**src/rtl/time_disp_pkg.sv**
```systemverilog
// Shared constants for the time display: active-low segment patterns {g,f,e,d,c,b,a},
// field indices and the digit-code values understood by seg7_encoder.
package time_disp_pkg;

   localparam int NUM_DIGITS = 6;

   localparam logic [6:0] SEG_0     = 7'b1000000;
   localparam logic [6:0] SEG_1     = 7'b1111001;
   localparam logic [6:0] SEG_2     = 7'b0100100;
   localparam logic [6:0] SEG_3     = 7'b0110000;
   localparam logic [6:0] SEG_4     = 7'b0011001;
   localparam logic [6:0] SEG_5     = 7'b0010010;
   localparam logic [6:0] SEG_6     = 7'b0000010;
   localparam logic [6:0] SEG_7     = 7'b1111000;
   localparam logic [6:0] SEG_8     = 7'b0000000;
   localparam logic [6:0] SEG_9     = 7'b0010000;
   localparam logic [6:0] SEG_DASH  = 7'b0111111;
   localparam logic [6:0] SEG_BLANK = 7'b1111111;

   localparam logic [3:0] CODE_DASH  = 4'd10;
   localparam logic [3:0] CODE_BLANK = 4'd15;

   typedef enum logic [1:0] {
      FLD_SEC = 2'd0,
      FLD_MIN = 2'd1,
      FLD_HR  = 2'd2
   } field_e;

endpackage

```
**src/rtl/seg7_encoder.sv**
```systemverilog
// Digit code to active-low segments: 0..9 decimal, 10 dash, anything else blank.
module seg7_encoder
   import time_disp_pkg::*;
(
   input  logic [3:0] code,
   output logic [6:0] seg
);

   always_comb begin
      seg = SEG_BLANK;
      case (code)
         4'd0:      seg = SEG_0;
         4'd1:      seg = SEG_1;
         4'd2:      seg = SEG_2;
         4'd3:      seg = SEG_3;
         4'd4:      seg = SEG_4;
         4'd5:      seg = SEG_5;
         4'd6:      seg = SEG_6;
         4'd7:      seg = SEG_7;
         4'd8:      seg = SEG_8;
         4'd9:      seg = SEG_9;
         CODE_DASH: seg = SEG_DASH;
         default:   seg = SEG_BLANK;
      endcase
   end

endmodule

```
**src/rtl/time_display_scanner.sv**
```systemverilog
// Six-digit multiplexed HH.MM.SS display driver with per-frame input snapshot and
// set-mode field blinking; segment/anode/dp outputs are registered.
module time_display_scanner
   import time_disp_pkg::*;
#(
   parameter int SCAN_DIV  = 1000,
   parameter int BLINK_DIV = 250
) (
   input  logic       i_clk,
   input  logic       i_rst,
   input  logic [5:0] i_sec,
   input  logic [5:0] i_min,
   input  logic [4:0] i_hr,
   input  logic [2:0] i_blink_sel,
   output logic [5:0] o_an,
   output logic [6:0] o_seg,
   output logic       o_dp
);

   localparam int SCAN_W  = $clog2(SCAN_DIV);
   localparam int FRAME_W = (BLINK_DIV > 1) ? $clog2(BLINK_DIV) : 1;

   logic [SCAN_W-1:0]  scan_cnt;
   logic [2:0]         digit;
   logic [FRAME_W-1:0] frame_cnt;
   logic               blink_hidden;
   logic               primed;
   logic [5:0]         snap_sec;
   logic [5:0]         snap_min;
   logic [4:0]         snap_hr;
   logic [2:0]         snap_blink;

   logic               scan_tc;
   logic               frame_wrap;
   logic [5:0]         fval;
   logic               over;
   logic               hide;
   logic [7:0]         bcd;
   logic [3:0]         code_p0;
   logic [6:0]         seg_p0;
   logic [5:0]         an_p0;
   logic               dp_p0;

   // Compare-subtract split of 0..63 into {tens, ones}.
   function automatic logic [7:0] bcd_split(input logic [5:0] value);
      logic [5:0] rem;
      logic [3:0] tens;
      rem  = value;
      tens = 4'd0;
      if (rem >= 6'd40) begin rem = rem - 6'd40; tens = tens + 4'd4; end
      if (rem >= 6'd20) begin rem = rem - 6'd20; tens = tens + 4'd2; end
      if (rem >= 6'd10) begin rem = rem - 6'd10; tens = tens + 4'd1; end
      return {tens, rem[3:0]};
   endfunction

   assign scan_tc    = (scan_cnt == SCAN_W'(SCAN_DIV - 1));
   assign frame_wrap = scan_tc && (digit == 3'd5);

   // Stage p0: select the field for the current digit and build its code.
   always_comb begin
      fval = 6'd0;
      over = 1'b0;
      hide = 1'b0;
      case (digit[2:1])
         FLD_SEC: begin fval = snap_sec;         over = (snap_sec > 6'd59); hide = snap_blink[0]; end
         FLD_MIN: begin fval = snap_min;         over = (snap_min > 6'd59); hide = snap_blink[1]; end
         FLD_HR:  begin fval = {1'b0, snap_hr};  over = (snap_hr > 5'd23);  hide = snap_blink[2]; end
         default: begin fval = 6'd0;             over = 1'b0;               hide = 1'b0;          end
      endcase
      bcd     = bcd_split(fval);
      code_p0 = digit[0] ? bcd[7:4] : bcd[3:0];
      if (over)
         code_p0 = CODE_DASH;
      if (blink_hidden && hide)
         code_p0 = CODE_BLANK;
      an_p0 = ~(6'b000001 << digit);
      dp_p0 = ~((digit == 3'd2) || (digit == 3'd4));
   end

   seg7_encoder u_enc (
      .code (code_p0),
      .seg  (seg_p0)
   );

   // Stage p1: output registers plus scan, frame and snapshot state.
   always_ff @(posedge i_clk or posedge i_rst) begin
      if (i_rst) begin
         scan_cnt     <= '0;
         digit        <= 3'd0;
         frame_cnt    <= '0;
         blink_hidden <= 1'b0;
         primed       <= 1'b0;
         snap_sec     <= 6'd0;
         snap_min     <= 6'd0;
         snap_hr      <= 5'd0;
         snap_blink   <= 3'd0;
         o_an         <= 6'b111111;
         o_seg        <= SEG_BLANK;
         o_dp         <= 1'b1;
      end else begin
         o_an   <= an_p0;
         o_seg  <= seg_p0;
         o_dp   <= dp_p0;
         primed <= 1'b1;
         if (scan_tc) begin
            scan_cnt <= '0;
            digit    <= (digit == 3'd5) ? 3'd0 : digit + 3'd1;
         end else begin
            scan_cnt <= scan_cnt + 1'b1;
         end
         // Capture only at frame boundaries so a frame never mixes old and new time.
         if (!primed || frame_wrap) begin
            snap_sec   <= i_sec;
            snap_min   <= i_min;
            snap_hr    <= i_hr;
            snap_blink <= i_blink_sel;
         end
         if (frame_wrap) begin
            if (frame_cnt == FRAME_W'(BLINK_DIV - 1)) begin
               frame_cnt    <= '0;
               blink_hidden <= ~blink_hidden;
            end else begin
               frame_cnt <= frame_cnt + 1'b1;
            end
         end
      end
   end

endmodule

```
**config.mk**
```make
export PLATFORM = sky130hd
export DESIGN_NAME = time_display_scanner
export DESIGN_NICKNAME = d
export VERILOG_FILES = /design/src/rtl/time_disp_pkg.sv /design/src/rtl/seg7_encoder.sv /design/src/rtl/time_display_scanner.sv
export SDC_FILE = /design/constraint.sdc
export NUM_CORES = 1
export LEC_CHECK = 0
export CORE_MARGIN = 10
export CORE_UTILIZATION = 39
export DETAILED_ROUTE_END_ITERATION = 10
export SLEW_MARGIN = 20
export SYNTH_ARGS = -nofsm -noshare
export SYNTH_HDL_FRONTEND = slang
export SYNTH_SLANG_ARGS = --single-unit
```
**constraint.sdc**
```tcl
create_clock -name i_clk -period 3.7 [get_ports i_clk]
set_input_delay 0.925 -clock i_clk [delete_from_list [all_inputs] [get_ports i_clk]]
set_output_delay 0.925 -clock i_clk [all_outputs]
set_load 0.01 [all_outputs]
```
# Word-level counts from Yosys, hierarchy flattened
# Memories as Yosys holds them, arrays and structs flattened. A register that Yosys moved wholly into a read port is not among the register bits.
# Index checks and enable logic that the tools add are counted.
op_classes:
  eq_ne: 7
  n_mux: 15
  order_cmp: 6
  n_reduce_logical: 7
  shifts: 1
  n_addsub: 8
  bitwise: 3
ops:
  columns: ["operator", "n"]
  rows:
  - ["4-bit 2-to-1 mux", 6]
  - ["6-bit case mux with 3 select lines", 1]
  - ["6-bit greater-than comparator (second input constant)", 2]
  - ["6-bit 2-to-1 mux", 2]
  - ["10-bit by 1-bit adder with 10-bit output (second input constant)", 1]
  - ["10-bit == test (second input constant)", 1]
  - ["10-bit 2-to-1 mux", 1]
  - ["8-bit by 1-bit adder with 8-bit output (second input constant)", 1]
  - ["8-bit == test (second input constant)", 1]
  - ["8-bit 2-to-1 mux", 1]
  - ["3-bit == test (second input constant)", 2]
  - ["6-bit by 4-bit >= comparator with 1-bit output (second input constant)", 1]
  - ["6-bit by 5-bit >= comparator with 1-bit output (second input constant)", 1]
  - ["6-bit >= comparator (second input constant)", 1]
  - ["3-bit 2-to-1 mux", 2]
  - ["6-bit inverter", 1]
  - ["1-bit case mux with 3 select lines", 2]
  - ["1-bit by 3-bit left shift with 6-bit output (first input constant)", 1]
  - ["6-bit by 5-bit subtractor with 6-bit output (second input constant)", 1]
  - ["6-bit subtractor (second input constant)", 1]
  - ["5-bit greater-than comparator (second input constant)", 1]
  - ["4-bit by 1-bit adder with 4-bit output (second input constant)", 1]
  - ["4-bit by 2-bit adder with 4-bit output (second input constant)", 1]
  - ["4-bit subtractor (second input constant)", 1]
  - ["10 further kinds", 13]
word_totals:
  memories: 1
  out_inout_bits: 14
  romBits: 112
  reg_bits: 50
  word_cells: 59
mem_list:
  columns: ["name", "words", "width", "rd", "rd_ports_with_merged_regs", "wr", "line", "text"]
  rows:
  - ["(name not given)", 16, 7, 1, 1, 0, "seg7_encoder.sv:11", "case (code)"]

# Depth between registers and ports, before layout
# Gate-level depths: netlist of run 1.
depth:
  word_depth: 11
  mapped_depth: 12
  mapped_depth_nobuf: 11

# By module
# Synthesis of run 1 repeated with hierarchy kept, for this count alone.
hier_totals:
  hier_cells: 280
  hier_area_um2: 3069.2
modules_own_cells:
  columns: ["mod", "cells_each", "instances", "area_each_um2"]
  rows:
  - ["time_display_scanner", 247, 1, 2845.2]
  - ["seg7_encoder", 33, 1, 224.0]

# Least setup slack after synthesis of run 1
# No wires, ideal clock.
synth_path:
  path_type: "register -> register"
  start: "register digit[1]"
  end: "register o_seg[6]"
  stages_incl_launch_ff: 10
  n_path_buf: 0
  t_required_ps: 3619
  synth_period_minus_slack_ps: 2862
  path_slack_ps: 838
  setup_ps: 81
  arrival_time_ps: 2781
  path_cell_list: "dfrtp_1 > or3b_4 > a21oi_4 > xnor2_1 > a22o_1 > ha_1 > or4_1 > and3_1 > a31o_1 > a32oi_1"
synth_via:
  elab_chain_cells: 11
  elab_cells_between_ends: 24
  classes_between: "5 x add/sub; 3 x order compare; 2 x eq/ne; 12 x mux; 2 x reduce/logical"
synth_rtl:
  columns: ["item", "line", "text"]
  rows:
  - ["start: declaration", "time_display_scanner.sv:24", "logic [2:0] digit;"]
  - ["start signal: assignment", "time_display_scanner.sv:107", "digit <= (digit == 3'd5) ? 3'd0 : digit + 3'd1;"]
  - ["2-bit == test (tied with other cells)", "time_display_scanner.sv:64", "case (digit[2:1])"]
  - ["6-bit case mux with 3 select lines", "time_display_scanner.sv:64", null]
  - ["6-bit subtractor or 6-bit >= comparator (tied branches)", "time_display_scanner.sv:50", "if (rem >= 6'd40) begin rem = rem - 6'd40; tens = tens + 4'd4; end"]
  - ["6-bit 2-to-1 mux or 3-bit 2-to-1 mux (tied branches)", "time_display_scanner.sv:50", null]
  - ["6-bit by 5-bit subtractor with 6-bit output (tied with other cells)", "time_display_scanner.sv:51", "if (rem >= 6'd20) begin rem = rem - 6'd20; tens = tens + 4'd2; end"]
  - ["6-bit 2-to-1 mux or 4-bit 2-to-1 mux (tied branches)", "time_display_scanner.sv:51", null]
  - ["6-bit by 4-bit >= comparator with 1-bit output (tied with other cells)", "time_display_scanner.sv:52", "if (rem >= 6'd10) begin rem = rem - 6'd10; tens = tens + 4'd1; end"]
  - ["4-bit 2-to-1 mux", "time_display_scanner.sv:52", null]
  - ["4-bit 2-to-1 mux", "time_display_scanner.sv:71", "code_p0 = digit[0] ? bcd[7:4] : bcd[3:0];"]
  - ["4-bit 2-to-1 mux", "time_display_scanner.sv:72", "if (over)"]
  - ["4-bit 2-to-1 mux *", "time_display_scanner.sv:74", "if (blink_hidden && hide)"]
  - ["end: declaration", "time_display_scanner.sv:16", "output logic [6:0] o_seg,"]
# Mark *: on every way between the ends. The rest lies on a longest branch, timed or not.
# A chain may end at the register's enable or synchronous reset.

# Worst setup path in the final report of run 1
# Same ends and word-level chain as after synthesis.

==> results.txt, run 1 <==
CTS max path bufs: 2
Worst-Margin Slew: 799.8 ps
clock share of power: 34.3%
Hold Path Depth: 1
Hold WC Path Type: flop to flop
Setup WS pre-CTS: 505.7 ps
most frequent cells in the layout: dfrtp_1, clkdlybuf4s50_1, mux2_2
worst rel slew slack: 46.62%
Setup Total Neg Slack: 0 ps
post-CTS sizing: 0
post-detail-place hpwl: 4.569 mm
sequential power share: 44.2%
post-synthesis sequential area ratio: 47.92%
Post-synth EDFFs: 0
Crit path largest cell delay: 570 ps
setup ws final: 473.5 ps
Post-Synthesis Net Count: 308
clk_lat worst skew: 340 ps
maximum vdd drop: 0.0001988 V
Die Span Y: 107.9 um
ys async rst share: 100.0%
Buf/Inv on CP: 0
Worst Path Arrival: 3490 ps
Die Width: 107.9 um
syn_area_per_cell: 10.84 sq um
worst reg-to-reg setup slack: 470 ps
hold_sp: scan_cnt[4]
CP cell instances: or3b_4, a21oi_4, xnor2_1, a22o_1, ha_1, or4_1, and3_1, a31o_1, a32oi_1
die area: 11640 sq um
leakage: 1.521 nW
count of warnings emitted by yosys: 0
Avg Vias per Cell: 5.271
# hold bufs at CTS: 0
minimum clock period: 3227 ps
Hold Vio Cnt, Final: 0
CTS tree: built
Clock H-tree levels: 3
Distinct cells, synth: 62
CP Max Fanout: 17
worst clock skew: 5.498 ps
initial antenna violation count: 0
WL/cell: 14.47 um
required time worst endpoint: 3970 ps
vias after detailed routing: 2235
router iterations before antenna repair: 4
CTS buffer count: 9
post-route ant nets: 0
I/O pin count: 36
P per Cell Area: 451.6 nW/um^2
cell area after synthesis: 3013 sq um
Antenna Cells: 0
number of global-route vias before repair: 2218
Starting Density: 40.88%
Tcrit/Tclk final: 87.20%
final setup fails: 0
TritonCTS Sinks: 57
Pint: 1.219 mW
RSZ-0062 raised after global routing: false
DP Cell Count: 408
clk root buf: clkbuf_8
Port Buffers: 35
Max Freq: 0.3099 GHz
CP max-delay cell: dfrtp_1
share of post-route cells with drive strength above 1: 22.46%
crit path kind: flop to flop
Slew Viols, Final: 0
Layout area overhead: 21.80%
Hold EP: scan_cnt[4]
worst hold slack: 470.7 ps
synthesized netlist cell count: 278
Tot GR Track Use: 11.15%
Core Area: 7370 sq um
sw frac: 26.46%
crit end category: flop
Primary FF master, synth: dfrtp_1
1st-iter DRT viols: 99
gpl congestion: 0.8416
R2R Path End: o_seg[6]
WL final: 6.136 mm
GR Overflow Total: 0
Finished Layout Cells: 424
Comb power frac: 21.5%
first-pass GRT wire length: 10.41 mm
# nets final: 350
R2R Path Start: digit[1]
largest delay contributor family on the critical path: simple AND/OR/NAND/NOR gates
Startpoint Class: flop
Residual DRC: 0
FF-to-FF path depth: 9
setup bufs post-CTS: 0
largest net degree at the start of global routing: 48
run status: finished, final reports clean
commonest non-fill, non-tap cell in the layout: dfrtp_1
register bit count reported by yosys: 57
NetSw: 0.4385 mW
clock slew at reported path FFs: 60 ps
site row count: 31
Max Cap Viol: 0
==> how the worst max path moves through the flow <==
stage / startpoint / end / slack, ps / cells past startpoint
after global placement: digit[1] / o_seg[6] / 560 / 9
final: digit[1] / o_seg[6] / 470 / 9
after CTS: digit[1] / o_seg[6] / 480 / 9
after floorplan: digit[1] / o_seg[6] / 840 / 9
after global routing: digit[1] / o_seg[6] / 300 / 9
after detailed placement: digit[1] / o_seg[6] / 510 / 9
==> cell families after synthesis <==
| family | count (synthesis) | synth area share [%] |
|---|---|---|
| AOI/OAI and AO/OA | 67 | 17.44 |
| xor gates and xnor gates | 9 | 2.616 |
| adders and majority gates | 8 | 3.322 |
| buffers and inverters | 22 | 3.115 |
| DFF | 57 | 47.92 |
| muxes | 29 | 10.88 |
| other | 1 | 0.1245 |
| and+or+nand+nor | 85 | 14.58 |
==> synthesized netlist by cell type, drive strengths merged (3+ instances only) <==
cell type	count	share of area, %
clkbuf	6	0.75
xor2	6	1.7
and2	5	1.1
or3	5	1.0
dfstp	14	12
nand2	22	2.7
dfrtp	43	36
inv	13	1.6
mux2	24	9.1
o31ai	3	0.75
a21oi	11	2.3
buf	3	0.75
a31oi	3	0.62
nor3	3	0.50
xnor2	3	0.87
and3	4	0.83
o211ai	6	1.5
nor2	17	2.1
nand4	5	1.0
mux2i	5	1.8
nand3	11	1.8
nor2b	3	0.62
o21ai	20	3.4
ha	8	3.3
==> power groups by stage <==
stage | Combinational [mW] | Sequential (mW) | Clock [mW]
floorplan | 0.198 | 0.759 | 0
global placement | 0.354 | 0.745 | 0
detailed placement | 0.359 | 0.744 | 0
CTS | 0.361 | 0.733 | 0.588
global route | 0.394 | 0.739 | 0.610
finish | 0.357 | 0.732 | 0.569
==> cell type report <==
type | count | area [sq um]
clock buffer | 13 | 148.9
sequential | 57 | 1444
fill | 674 | 3700
multi-input combinational | 199 | 1475
inverter | 13 | 50.05
tap | 99 | 123.9
timing repair buffer | 40 | 387.9
clock inverter | 3 | 40.04
==> metal layers <==
layer	vias up	track usage, %	wire (um)
li1	1090	-	-
met1	1082	14.06	3019
met2	50	16.52	2660
met3	13	2.695	270
met4	0	7.443	186
met5	-	0	0
==> per-stage QoR <==
stage | utilization [%] | instance area [sq um] | total power, mW
CTS | 49.78 | 3669 | 1.682
global route | 49.80 | 3670 | 1.744
floorplan | - | 3013 | 0.9580
global placement | 47.22 | 3480 | 1.099
finish | 49.80 | 3670 | 1.657
detailed placement | 47.22 | 3480 | 1.104
==> registers in the layout, indices dropped and copies added, names as in the netlist <==
| register | count |
|---|---|
| scan_cnt | 10 |
| frame_cnt | 8 |
| o_seg | 7 |
| o_an | 6 |
| snap_min | 6 |
| snap_sec | 6 |
| snap_hr | 5 |
| digit | 3 |
| snap_blink | 3 |
| blink_hidden | 1 |
| o_dp | 1 |
| primed | 1 |
No activity file was read; power rests on OpenSTA's default activity.
==> inputs of run 2 (changes only) <==
- CELL_PAD_IN_SITES_DETAIL_PLACEMENT: unset -> 0
- CELL_PAD_IN_SITES_GLOBAL_PLACEMENT: unset -> 1
- PLACE_DENSITY_LB_ADDON: unset -> 0.1
==> run 2 against run 1 <==
Against the previous run: sequential power about the same; via count decreased by 1.7%; critical path depth increased by 2; non-clock buffer count unchanged; largest power group unchanged.
==> results.txt, run 2 (synthesis gave the netlist of run 1 again) <==
setup bufs post-CTS: 0
1st-iter DRT viols: 100
final setup fails: 0
required time worst endpoint: 3960 ps
largest net degree at the start of global routing: 58
maximum vdd drop: 0.0002598 V
crit path kind: flop to flop
Worst-Margin Slew: 685.4 ps
Core Area: 7370 sq um
number of global-route vias before repair: 2209
minimum clock period: 3214 ps
crit end category: flop
gpl congestion: 0.7861
P per Cell Area: 472.7 nW/um^2
Max Cap Viol: 0
Largest regs: scan_cnt x10, frame_cnt x8, o_seg x7
NetSw: 0.4496 mW
sw frac: 25.65%
most frequent cells in the layout: dfrtp_1, clkdlybuf4s50_1, mux2_2
Pint: 1.303 mW
CTS max path bufs: 2
CP Max Fanout: 11
first-pass GRT wire length: 10.98 mm
GR Overflow Total: 0
router iterations before antenna repair: 4
Slew Viols, Final: 0
Port Buffers: 35
Startpoint Class: flop
Clock H-tree levels: 3
# nets final: 350
worst clock skew: 9.324 ps
Tcrit/Tclk final: 86.85%
worst rel slew slack: 54.31%
post-route ant nets: 0
Worst Path Arrival: 3480 ps
Top reg by flops: scan_cnt
post-CTS sizing: 0
Antenna Cells: 0
Comb power frac: 20.3%
initial antenna violation count: 0
# hold bufs at CTS: 0
clk_lat worst skew: 340 ps
die area: 11640 sq um
WL/cell: 14.96 um
run status: finished, final reports clean
clock slew at reported path FFs: 70 ps
Tot GR Track Use: 11.75%
vias after detailed routing: 2198
RSZ-0062 raised after global routing: false
Filler Cell Count: 688
clock share of power: 37.9%
Residual DRC: 0
site row count: 31
Avg Vias per Cell: 5.184
fin area: 3709 sq um
Die Span Y: 107.9 um
CTS buffer count: 9
clk root buf: clkbuf_8
CTS tree: built
share of post-route cells with drive strength above 1: 23.38%
Layout area overhead: 23.09%
post-detail-place hpwl: 4.637 mm
Finished Layout Cells: 424
TritonCTS Sinks: 57
sequential power share: 41.8%
Hold WC Path Type: flop to flop
leakage: 1.540 nW
Total Power: 1.753 mW
Post-DP Area: 3480 sq um
Die Width: 107.9 um
DP Cell Count: 408
I/O pin count: 36
Max Freq: 0.3112 GHz
Hold Vio Cnt, Final: 0
Starting Density: 40.88%
commonest non-fill, non-tap cell in the layout: dfrtp_1
Setup Total Neg Slack: 0 ps
WL final: 6.342 mm
max reg flops: 10
-- run 2: cell types whose count changed in the layout (fill, tap and decap cells not counted) --
cell	change
clkinv_2	-1
clkbuf_1	-3
bufinv_16	+1
inv_2	+1
clkbuf_8	+1
clkinvlp_4	+1
-- run 2: power by group through the flow --
stage                     clock, mW  sequential (mW)  combinational, mW
after floorplan                   0            0.759              0.198
after global placement            0            0.745              0.355
after detailed placement          0            0.745              0.356
after CTS                     0.685            0.734              0.359
after global routing          0.717            0.740              0.395
final                         0.664            0.733              0.356
-- run 2: routing by layer --
metal	track usage, %	wire, um	vias to the layer above	part of all wire [%]
li1	-	-	1093	-
met4	5.057	119	0	1.9
met2	16.09	2678	46	42
met5	0	0	-	0
met1	16.19	3203	1049	51
met3	4.072	341	10	5.4
-- run 2: area by class of cell --
class / count / area [sq um] / area share [%]
Multi-Input combinational cell: 199 / 1475 / 39.78
Sequential cell: 57 / 1444 / 38.93
Timing Repair Buffer: 40 / 387.9 / 10.46
Clock buffer: 11 / 151.4 / 4.082
Tap cell: 99 / 123.9 / 3.340
Clock inverter: 5 / 77.57 / 2.092
Inverter: 13 / 48.80 / 1.316
-- run 2: critical path, stage by stage (launching register included) --
cell and delay, ps:
dfrtp_1 620, buf_4 240, mux2_4 320, a22oi_4 200, nand2_1 120, a211oi_2 340
nor3_1 120, o311ai_2 440, ha_1 290, a31oi_1 60, a31o_1 200, a32oi_1 180
-- run 2: worst paths after layout --
check / to / from / slack [ps] / cells past startpoint
worst max register to register: o_seg[6] / digit[2] / 490 / 11
worst min register to register: scan_cnt[4] / scan_cnt[4] / 480 / 1
worst max-delay path: o_seg[6] / digit[2] / 490 / 11
min in group asynchronous: scan_cnt[7] / i_rst / 1100 / 3
max in group asynchronous: snap_hr[4] / i_rst / 2150 / 3
worst min-delay path: scan_cnt[4] / scan_cnt[4] / 480 / 1
-- run 2: stage by stage --
stage	setup slack [ps]	hold WS [ps]	utilization, %
after floorplan	838.0	445.0	-
after global placement	612.8	460.4	47.22
after detailed placement	539.5	469.0	47.22
after CTS	524.5	478.1	50.32
after global routing	273.9	503.3	50.32
final	486.4	478.7	50.32
